**src/rtl/nibble_pkg.sv**
```systemverilog
// -----------------------------------------------------------------------------
// nibble_pkg
// Shared definitions for the nibble packer.
//   NIB_W_DEF    : default nibble width in bits
//   pack_state_t : packer FSM states (FILL gathers nibbles, HOLD presents a word)
//   cnt_w(n)     : width of a counter that must represent 0..n inclusive
// -----------------------------------------------------------------------------
package nibble_pkg;

    localparam int NIB_W_DEF = 4;

    typedef enum logic {
        FILL = 1'b0,
        HOLD = 1'b1
    } pack_state_t;

    function automatic int cnt_w(input int n);
        return $clog2(n + 1);
    endfunction

endpackage : nibble_pkg

```
**src/rtl/nibble_packer.sv**
```systemverilog
// -----------------------------------------------------------------------------
// nibble_packer
// Gathers NIB_W-bit nibbles from a valid/ready input stream into one packed
// word of NIBS nibbles and presents it on a valid/ready output stream.
// An accepted nibble with in_last set closes the word early; unfilled slots
// read as zero.
//
// Handshake rule (both ports): a transfer happens only at a posedge where
// valid && ready are both high. A producer holding valid keeps its payload
// stable until the transfer. in_ready and out_valid/out_* are decoded purely
// from registered state, so there is no combinational valid->ready path.
//
// Ports:
//   clk        in   clock, all state updates on posedge
//   rst_n      in   synchronous active-low reset
//   in_valid   in   in_data/in_last valid this cycle
//   in_ready   out  block accepts a nibble this cycle (FILL state)
//   in_data    in   nibble payload
//   in_last    in   accepted nibble terminates the current word
//   out_valid  out  out_data/out_cnt/out_last valid (HOLD state)
//   out_ready  in   downstream accepts the word
//   out_data   out  packed word, first accepted nibble in bits [NIB_W-1:0]
//   out_cnt    out  number of valid nibbles in out_data (1..NIBS)
//   out_last   out  word was closed by in_last rather than by filling
//   dbg_state  -    (internal) state_q is an enum of pack_state_t, visible
//                   hierarchically for checkers
// -----------------------------------------------------------------------------
module nibble_packer
    import nibble_pkg::*;
#(
    parameter int NIB_W = NIB_W_DEF,
    parameter int NIBS  = 4
) (
    input  logic                        clk,
    input  logic                        rst_n,

    input  logic                        in_valid,
    output logic                        in_ready,
    input  logic [NIB_W-1:0]            in_data,
    input  logic                        in_last,

    output logic                        out_valid,
    input  logic                        out_ready,
    output logic [NIB_W*NIBS-1:0]       out_data,
    output logic [cnt_w(NIBS)-1:0]      out_cnt,
    output logic                        out_last
);

    localparam int CW = cnt_w(NIBS);
    localparam int WW = NIB_W * NIBS;

    // ---------------------------------------------------------------------
    // State
    // ---------------------------------------------------------------------
    pack_state_t     state_q, state_d;
    logic [CW-1:0]   cnt_q,   cnt_d;    // next free slot while in FILL
    logic [WW-1:0]   word_q,  word_d;   // word being assembled / held
    logic [CW-1:0]   ocnt_q,  ocnt_d;   // captured nibble count of closed word
    logic            olast_q, olast_d;  // word was closed by in_last

    logic            in_xfer;
    logic            out_xfer;
    logic            closing;

    // ---------------------------------------------------------------------
    // Registered-state decodes for the handshake outputs
    // ---------------------------------------------------------------------
    assign in_ready  = (state_q == FILL);
    assign out_valid = (state_q == HOLD);

    // Outputs read as zero outside HOLD so a partial word is never visible.
    assign out_data  = (state_q == HOLD) ? word_q  : '0;
    assign out_cnt   = (state_q == HOLD) ? ocnt_q  : '0;
    assign out_last  = (state_q == HOLD) ? olast_q : 1'b0;

    assign in_xfer   = in_valid  && in_ready;
    assign out_xfer  = out_valid && out_ready;

    // The word closes on the slot that fills it or on an explicit last.
    assign closing   = in_xfer && ((cnt_q == CW'(NIBS - 1)) || in_last);

    // ---------------------------------------------------------------------
    // Next-state logic
    // ---------------------------------------------------------------------
    always_comb begin
        state_d = state_q;
        cnt_d   = cnt_q;
        word_d  = word_q;
        ocnt_d  = ocnt_q;
        olast_d = olast_q;

        unique case (state_q)
            FILL: begin
                if (in_xfer) begin
                    // Slot select by compare keeps the write index bounded
                    // to legal slots even if cnt_q were corrupted.
                    for (int i = 0; i < NIBS; i++) begin
                        if (cnt_q == CW'(i)) begin
                            word_d[i*NIB_W +: NIB_W] = in_data;
                        end
                    end
                    cnt_d = cnt_q + CW'(1);
                end
                if (closing) begin
                    state_d = HOLD;
                    ocnt_d  = cnt_q + CW'(1);
                    olast_d = in_last;
                end
            end

            HOLD: begin
                if (out_xfer) begin
                    // Start the next word from a clean slate so short words
                    // never inherit stale nibbles.
                    state_d = FILL;
                    cnt_d   = '0;
                    word_d  = '0;
                    ocnt_d  = '0;
                    olast_d = 1'b0;
                end
            end

            default: begin
                state_d = FILL;
                cnt_d   = '0;
                word_d  = '0;
                ocnt_d  = '0;
                olast_d = 1'b0;
            end
        endcase
    end

    // ---------------------------------------------------------------------
    // State registers (reset wins over any transfer in the same cycle)
    // ---------------------------------------------------------------------
    always_ff @(posedge clk) begin
        if (!rst_n) begin
            state_q <= FILL;
            cnt_q   <= '0;
            word_q  <= '0;
            ocnt_q  <= '0;
            olast_q <= 1'b0;
        end else begin
            state_q <= state_d;
            cnt_q   <= cnt_d;
            word_q  <= word_d;
            ocnt_q  <= ocnt_d;
            olast_q <= olast_d;
        end
    end

endmodule : nibble_packer

```
**config.mk**
```make
export PLATFORM = sky130hd
export DESIGN_NAME = nibble_packer
export DESIGN_NICKNAME = d
export VERILOG_FILES = /design/src/rtl/nibble_pkg.sv /design/src/rtl/nibble_packer.sv
export SDC_FILE = /design/constraint.sdc
export NUM_CORES = 1
export LEC_CHECK = 0
export ABC_AREA = 1
export BUFFER_PORTS_ARGS = -buffer_cell sky130_fd_sc_hd__buf_2
export CAP_MARGIN = 10
export CORE_ASPECT_RATIO = 0.6
export CORE_MARGIN = 2
export CORE_UTILIZATION = 47
export DETAILED_ROUTE_END_ITERATION = 10
export PLACE_DENSITY_LB_ADDON = 0.12
export SETUP_SLACK_MARGIN = 0.1
export SLEW_MARGIN = 20
export SYNTH_ARGS = -nofsm -noshare
export SYNTH_HDL_FRONTEND = slang
export SYNTH_SLANG_ARGS = --single-unit
export TNS_END_PERCENT = 100
```
**constraint.sdc**
```tcl
create_clock -name clk -period 1.4 [get_ports clk]
set_clock_uncertainty 0.1 [all_clocks]
set_input_delay 0.28 -clock clk [delete_from_list [all_inputs] [get_ports clk]]
set_output_delay 0.28 -clock clk [all_outputs]
set_load 0.02 [all_outputs]
```
==> flow_summary.ini, run 1 <==
[run_status]
status = finished, violations left
violations = negative setup slack

[cts]
cts_made_buffers = 3
htree_levels = 1
root_buffer = clkbuf_8
cts_hold_buf = 0
clock_latency_ps = 270
cts_tree = yes
clkTransAtPathRegs_ps = 90
clock_path_buffers = 2
clkSinkCount = 24

[global_route]
grt_max_degree = 15
grt_pass1_wl_mm = 5.52
grt_use_met2_pct = 37.6
track_usage_pct = 22.9
grt_use_met1_pct = 30.4
antenna_found_initial = 0
top_usage_layer = met2
grt_overflow = 0
use_met3_pct = 6.61
grt_pass1_vias = 1188

[routing]
num_vias = 1475
avgRoutedWirePerCell_um = 15.8
drcViolationCount = 0
drt-pass1-iter-count = 5
post_drt_via_cell_ratio = 5.42
antenna_left = 0
drt_iter0_markers = 175
routed_wl_mm = 4.30

[timing]
finalCritPeriodShare_pct = 106
max_freq_mhz = 673
max_slew.worst_pin.slew_ps = 331
min_period_ps = 1490
slew_viol_final = 0
rsz0062_at_grt = yes
relSlewSlack_pct = 77.9
layout_setup_ws_ps = -85.9
setup_violations = 30
hold_violations = 0

[setup_path]
slowest_delay_ps = 440
cp-start-kind = flip-flop
cp_cell_sequence = buf_8 > nand2_2 > inv_2 > buf_6
required_ps = 1020
critPathKind = reg -> out
worst-path-max-fanout = 8
crit_arrival_ps = 1110
cp-end-kind = output port
cpMaxStageDelayCell = dfxtp_4

[yosys]
ys_warn_count = 0
syn_area_um2 = 1280
netlist.area_leader.share_pct = 37.5
syn_inst = 196
synthTopCellsByArea = dfxtp_1 37%, nand2_1 17%, inv_1 8.8%
avgSynthCellArea_um2 = 6.54
yosysTopAreaCell = dfxtp_1
synth-seq-cells = 24
synth_cell_types = 16
yosysSeqAreaShare_pct = 37.5
synth_nets = 210

[die]
die_h_um = 44.5
die_w_um = 71.4
io_pins = 31
die-area_um2 = 3180
start_util_pct = 50.5
core_um2 = 2540
rows = 14

[pwr]
power-per-cell-area_nw_per_um2 = 888
leakage_nw = 1.04
vdd_drop_max_v = 0.000608

[place]
port_buffers = 30
routabilityCongestion = 0.828
place_hpwl_mm = 2.18
placed_cell_area_um2 = 1470

[layout]
finalInstanceArea_um2 = 2120
fin_nets = 255
fillers = 138
drive_above_1_share_pct = 51.7
fin_util_pct = 83.5
diodes = 0
syn2layout_area_growth_pct = 65.4

[run]
drv_cap = 0

[hold_path]
hp-class = in -> reg
cells in the mapped netlist (all sizes together):
cell type  count
dfxtp         24
nor2          24
nand3         19
ha             5
nand2         62
a21oi         22
buf            5
o21ai          1
inv           31
clkbuf         3
worst max-delay path, delay by kind of cell (launching register included):
| family | cells | cell delay, ps |
|---|---|---|
| flops | 1 | 440 |
| simple gates | 1 | 60 |
| buf+inv | 3 | 340 |
path summary, 6_finish.rpt:
path	from	to	slack, ps	cells past startpoint
worst min-delay path	rst_n	word_q[15]	210	3
worst min register to register	ocnt_q[2]	ocnt_q[2]	390	2
worst max register to register	out_valid	word_q[8]	-60	7
worst max-delay path	out_valid	out_data[4]	-90	4
where the power goes:
group | total, mW | switching (mW) | internal [mW]
Combinational | 0.492 | 0.287 | 0.205
Clock | 0.616 | 0.234 | 0.383
Sequential | 0.776 | 0.0456 | 0.730
Total | 1.88 | 0.566 | 1.32
placed cells by master, fill, tap and decap left out, types with 4 or more instances in the layout:
master / synthesis / layout
a21oi_2: 0 / 6
buf_6: 3 / 22
nand2_4: 3 / 6
nand2_8: 0 / 7
inv_2: 0 / 18
inv_1: 30 / 11
nor2_1: 23 / 18
buf_4: 1 / 11
nand2_2: 1 / 20
buf_2: 1 / 8
dfxtp_1: 24 / 21
nand2_1: 58 / 30
a21oi_1: 22 / 16
nor2_4: 0 / 4
nand3_1: 19 / 16
layer usage:
metal  up-vias  routed length, um
li1        689                  -
met1       680               1750
met2        84               2040
met3        22                371
met4         0                136
met5         -                  0
state kept, by name, indices dropped and copies added (netlist names):
name	cells
ocnt_q	3
cnt_q	3
olast_q	1
word_q	16
out_valid	1
per-stage QoR:
step           TNS, ps  instances  worst slack [ps]  hold WS, ps  power (mW)
4_1_cts           -292        269             -37.5          192        1.76
6_report         -1500        272             -85.9          207        1.88
5_1_grt          -2880        272              -120          221        1.96
3_5_place_dp     -19.8        257             -19.0          363        1.07
2_1_floorplan        0        196               110          327       0.997
3_3_place_gp         0        257              50.8          356        1.06
area by class of cell:
class | count | area, um2 | share of cell area [%]
Multi-Input combinational cell | 134 | 906 | 42.7
Sequential cell | 24 | 492 | 23.2
Timing Repair Buffer | 47 | 485 | 22.9
Inverter | 31 | 126 | 5.96
Clock buffer | 3 | 41.3 | 1.95
Tap cell | 32 | 40.0 | 1.89
Clock inverter | 1 | 30.0 | 1.42
kinds of logic (layout without fill, tap and decap cells):
group	count (synthesis)	after routing	synth area share (%)
adder cells (fa/ha/maj)	5	5	4.88
flip-flops	24	24	37.5
AND/OR/NAND/NOR	105	106	34.7
buffers and inverters	39	82	14.0
AO/OA/AOI/OAI	23	23	8.98
what timing repair did:
| action | 4_1_cts | 5_1_grt |
|---|---|---|
| setup endpoints to repair | 40 | 46 |
| endpoints found under the hold margin | 0 | 0 |
| pin swaps | 10 | 10 |
| resized for setup | 77 | 65 |
| buffers inserted | 7 | 2 |
| gates cloned | 1 | 1 |
(Power assumes the default switching activity.)
==> run 2: changes to the inputs <==
--- a/config.mk
+++ b/config.mk
@@ -8,7 +8,6 @@
 export ABC_AREA = 1
 export BUFFER_PORTS_ARGS = -buffer_cell sky130_fd_sc_hd__buf_2
 export CAP_MARGIN = 10
-export CORE_ASPECT_RATIO = 0.6
 export CORE_MARGIN = 2
 export CORE_UTILIZATION = 47
 export DETAILED_ROUTE_END_ITERATION = 10
==> run 2 against run 1 <==
  * The flow still finishes with violations (negative setup slack)
  * Hold slack worse by 110 ps
  * Maximum frequency shrank 4.0%
  * Sequential power down 0.8%
  * Setup slack got worse by 62 ps
  * Via count grew 1.0%
  * Routed wire length down 6.2%
  * Die area decreased by 0.43%
  * Global-route usage is 3.1 points lower
  * Non-clock buffer count increased by 1
  * Clock power shrank 15%
==> flow_summary.ini, run 2 (synthesis gave the netlist of run 1 again) <==
[routing]
avgRoutedWirePerCell_um = 14.8
drt_iter0_markers = 83
drt-pass1-iter-count = 4
post_drt_via_cell_ratio = 5.46
antenna_left = 0
drcViolationCount = 0
routed_wl_mm = 4.04
num_vias = 1490

[die]
start_util_pct = 50.8
die_w_um = 56.2
core_um2 = 2520
die_h_um = 56.2
rows = 18
die-area_um2 = 3160
io_pins = 31

[layout]
largest_reg_flops = 16
mostFrequentLayoutCells = 43 x nand2_1, 24 x buf_6, 21 x inv_1, 21 x dfxtp_1, 18 x nor2_1
reg.largest.list = word_q (16), cnt_q (3), ocnt_q (3)
fin_nets = 258
syn2layout_area_growth_pct = 64.5
drive_above_1_share_pct = 46.5
multi_input_area_um2 = 928
finalInstanceArea_um2 = 2110
layout_commonest_cell = nand2_1
diodes = 0
fillers = 158
regMostFlops = word_q
fin_util_pct = 83.6
regArea_um2 = 492

[pwr]
power.total_mw = 1.80
vdd_drop_max_v = 0.000702
p_sw_mw = 0.570
pwr-share-comb_pct = 28.0
power.share.switching_pct = 31.7
leakage_nw = 1.05
power-per-cell-area_nw_per_um2 = 852
clockPowerShare_pct = 29.2
p_int_mw = 1.23
seq_power_share_pct = 42.8

[global_route]
grt_overflow = 0
grt_pass1_wl_mm = 5.16
track_usage_pct = 19.8
grt_pass1_vias = 1158
grt_max_degree = 16
antenna_found_initial = 0

[cts]
clkTransAtPathRegs_ps = 150
clock_path_buffers = 2
cts_hold_buf = 0
clkSinkCount = 24
clock_latency_ps = 330
htree_levels = 1
cts_made_buffers = 3
cts_tree = yes
root_buffer = clkbuf_4

[timing]
rsz0062_at_grt = yes
min_period_ps = 1550
finalCritPeriodShare_pct = 111
hold_violations = 0
relSlewSlack_pct = 78.7
layout_setup_ws_ps = -147
setup_violations = 28
max_freq_mhz = 646
max_slew.worst_pin.slew_ps = 318
setup_tns_ps = -2240
slew_viol_final = 0

[setup_path]
crit_arrival_ps = 1170
cp-end-kind = output port
worst-path-max-fanout = 13
cp-start-kind = flip-flop
required_ps = 1020
critPathKind = reg -> out

[place]
place_hpwl_mm = 1.99
routabilityCongestion = 0.752
port_buffers = 30
placed_cell_area_um2 = 1450

[run_status]
violations = negative setup slack
status = finished, violations left

[hold_path]
hp-class = in -> reg

[run]
drv_cap = 0
==> run 2: stage by stage <==
step	instances	hold WS, ps	worst slack, ps
3_3_place_gp	253	353	39.8
4_1_cts	262	93.1	-123
2_1_floorplan	196	327	110
3_5_place_dp	253	370	-11.2
5_1_grt	273	103	-175
6_report	273	98.3	-147
==> run 2: metal layers <==
metal | vias to the layer above | wire (um) | share of wire, % | track usage [%]
li1 | 706 | - | - | -
met1 | 693 | 1660 | 41 | 27.0
met2 | 81 | 2040 | 50 | 32.1
met3 | 10 | 297 | 7.4 | 5.81
met4 | 0 | 45 | 1.1 | 2.04
met5 | - | 0 | 0 | 0
==> run 2: cell type report <==
| cell class | instances | area share, % |
|---|---|---|
| well taps | 30 | 1.78 |
| repair buffers | 48 | 22.3 |
| flip-flops and latches | 24 | 23.3 |
| multi-input cells | 136 | 44.0 |
| clock buffers | 3 | 1.07 |
| clock inverters | 1 | 1.42 |
| inverters | 31 | 6.11 |
==> run 2: critical path: stages (launching register included) <==
cell     delay, ps
dfxtp_4        410
buf_8          150
nand2_1         70
inv_1           80
buf_6          120
==> run 2: path summary, 6_finish.rpt <==
check / startpoint / endpoint / slack (ps) / cells past startpoint
max: out_valid / out_data[1] / -150 / 4
min: rst_n / word_q[5] / 100 / 3
max reg2reg: out_valid / word_q[1] / -40 / 8
min reg2reg: olast_q / olast_q / 390 / 2
==> run 2: repair_timing <==
item,CTS,global route
buffers inserted,4,9
gates cloned,1,2
setup endpoints to repair,43,46
pin swaps,4,24
resized for setup,62,67
==> run 2: power groups by stage <==
stage	logic, mW	clock network, mW	registers, mW
after global placement	0.282	0	0.775
final	0.503	0.525	0.770
after CTS	0.339	0.531	0.763
after global routing	0.541	0.554	0.775
after detailed placement	0.285	0	0.777
after floorplan	0.227	0	0.769
==> run 3: changes to the inputs <==
--- a/config.mk
+++ b/config.mk
@@ -8,7 +8,7 @@
 export ABC_AREA = 1
 export BUFFER_PORTS_ARGS = -buffer_cell sky130_fd_sc_hd__buf_2
 export CAP_MARGIN = 10
-export CORE_MARGIN = 2
+export CORE_MARGIN = 5
 export CORE_UTILIZATION = 47
 export DETAILED_ROUTE_END_ITERATION = 10
 export PLACE_DENSITY_LB_ADDON = 0.12
==> run 3 against run 2 <==
  * The run still ends with negative setup slack left
  * Design area is 13% lower
  * Non-clock buffer count shrank 10
  * Sequential share of layout area increased by 3.4 points
  * Sequential power decreased by 0.8%
  * First-iteration DRC count down 57%
  * Routed wire length down 22%
  * Critical endpoint is now out_data[8]
  * Largest power group unchanged
==> flow_summary.ini, run 3 (synthesis gave the netlist of run 1 again) <==
[layout]
finalInstanceArea_um2 = 1840
syn2layout_area_growth_pct = 43.4
regMostFlops = word_q
reg.largest.list = word_q (16), cnt_q (3), ocnt_q (3)
largest_reg_flops = 16
mostFrequentLayoutCells = 44 x nand2_1, 22 x inv_1, 21 x dfxtp_1, 20 x nor2_1, 20 x buf_6
multi_input_area_um2 = 793
fin_util_pct = 68.5
drive_above_1_share_pct = 37.3
fin_nets = 248
regArea_um2 = 492
diodes = 0
final-instance-count-excl-fill = 264
layout_commonest_cell = nand2_1
fillers = 238

[run]
drv_cap = 0

[cts]
clkTransAtPathRegs_ps = 130
htree_levels = 1
clock_latency_ps = 320
cts_hold_buf = 0
clkSinkCount = 24
root_buffer = clkbuf_4
cts_made_buffers = 3
cts_tree = yes
clock_path_buffers = 2

[timing]
setup_violations = 21
min_period_ps = 1470
max_freq_mhz = 683
finalCritPeriodShare_pct = 105
slew_viol_final = 0
hold_violations = 0
layout_setup_ws_ps = -65.1
max_slew.worst_pin.slew_ps = 248
relSlewSlack_pct = 83.3
setup_tns_ps = -1070
whs_ps = 137
rsz0062_at_grt = yes

[setup_path]
worstSetupEndpoint = out_data[8]
reg2regPathDepth = 8
cp-startpoint = out_valid
cp-end-kind = output port
rrSetupSlack_ps = 10
worst-path-max-fanout = 8
crit_arrival_ps = 1090
r2r_start = out_valid
required_ps = 1020
rr_endpoint = word_q[11]
cp-start-kind = flip-flop
critPathKind = reg -> out

[pwr]
vdd_drop_max_v = 0.000597
clockPowerShare_pct = 24.3
p_sw_mw = 0.483
power.share.switching_pct = 31.7
seq_power_share_pct = 50.1
power.total_mw = 1.52
power-per-cell-area_nw_per_um2 = 828
leakage_nw = 0.952
pwr-share-comb_pct = 25.6
p_int_mw = 1.04

[place]
routabilityCongestion = 0.807
pre_cts_slack_ps = 20.1
port_buffers = 30
dpl.cell_count = 253
placed_cell_area_um2 = 1450
place_hpwl_mm = 2.11

[run_status]
status = finished, violations left
violations = negative setup slack

[routing]
post_drt_via_cell_ratio = 4.95
drt-pass1-iter-count = 4
antenna_left = 0
routed_wl_mm = 3.16
drcViolationCount = 0
num_vias = 1306
avgRoutedWirePerCell_um = 12.0
drt_iter0_markers = 36

[global_route]
grt_max_degree = 17
antenna_found_initial = 0
grt_pass1_vias = 1183
grt_pass1_wl_mm = 5.32
track_usage_pct = 16.2
grt_overflow = 0

[die]
die_w_um = 62.2
rows = 19
start_util_pct = 47.7
core_um2 = 2690
io_pins = 31
die-area_um2 = 3870
die_h_um = 62.2

[hold_path]
hp-class = in -> reg
[run 3: cell types whose count changed in the layout (fill, tap and decap cells not counted), moves of 2 or more]
cell     before  now
ha_1          1    3
ha_2          2    0
buf_6        24   20
buf_4        12    7
nor2_4        4    1
nand3_2       7    1
nand2_4      10    3
nor2_1       18   20
a21oi_2       9    5
nand3_1      12   18
a21oi_1      13   17
nand2_2       6   14
nand2_8       6    4
[run 3: what timing repair did]
item                       4_1_cts  5_1_grt
gates cloned                     2        1
setup endpoints to repair       44       46
resized for setup               71       17
buffers inserted                 4        0
pin swaps                        8        5
[run 3: worst min-delay path by stage]
stage / startpoint / endpoint / slack (ps) / cells after the start
after floorplan: in_valid / cnt_q[2] / 330 / 2
after global placement: cnt_q[2] / cnt_q[2] / 360 / 2
after detailed placement: cnt_q[2] / cnt_q[2] / 370 / 2
after CTS: in_last / olast_q / 130 / 3
after global routing: in_last / olast_q / 150 / 3
final: in_last / olast_q / 140 / 3
[run 3: metal layers]
| layer | part of all wire (%) | up-vias | track usage, % |
|---|---|---|---|
| met5 | 0 | - | 0 |
| met2 | 49 | 27 | 27.6 |
| met3 | 3.9 | 5 | 2.52 |
| li1 | - | 673 | - |
| met1 | 46 | 601 | 21.2 |
| met4 | 1.1 | 0 | 4.34 |
[run 3: power by group through the flow]
stage / Clock [mW] / Sequential (mW) / Combinational, mW
2_1_floorplan: 0 / 0.769 / 0.227
3_3_place_gp: 0 / 0.776 / 0.275
3_5_place_dp: 0 / 0.778 / 0.281
4_1_cts: 0.370 / 0.761 / 0.362
5_1_grt: 0.401 / 0.771 / 0.435
6_report: 0.370 / 0.764 / 0.390
[run 3: area by class of cell]
type	instances	share of cell area, %
Tap cell	31	2.11
Inverter	31	6.60
Multi-Input combinational cell	136	43.1
Clock buffer	4	1.97
Timing Repair Buffer	38	19.5
Sequential cell	24	26.7
[run 3: worst max-delay path, stage by stage (launching register included)]
cell	delay (ps)
dfxtp_4	390
buf_6	140
nand2_1	60
inv_1	50
buf_4	130
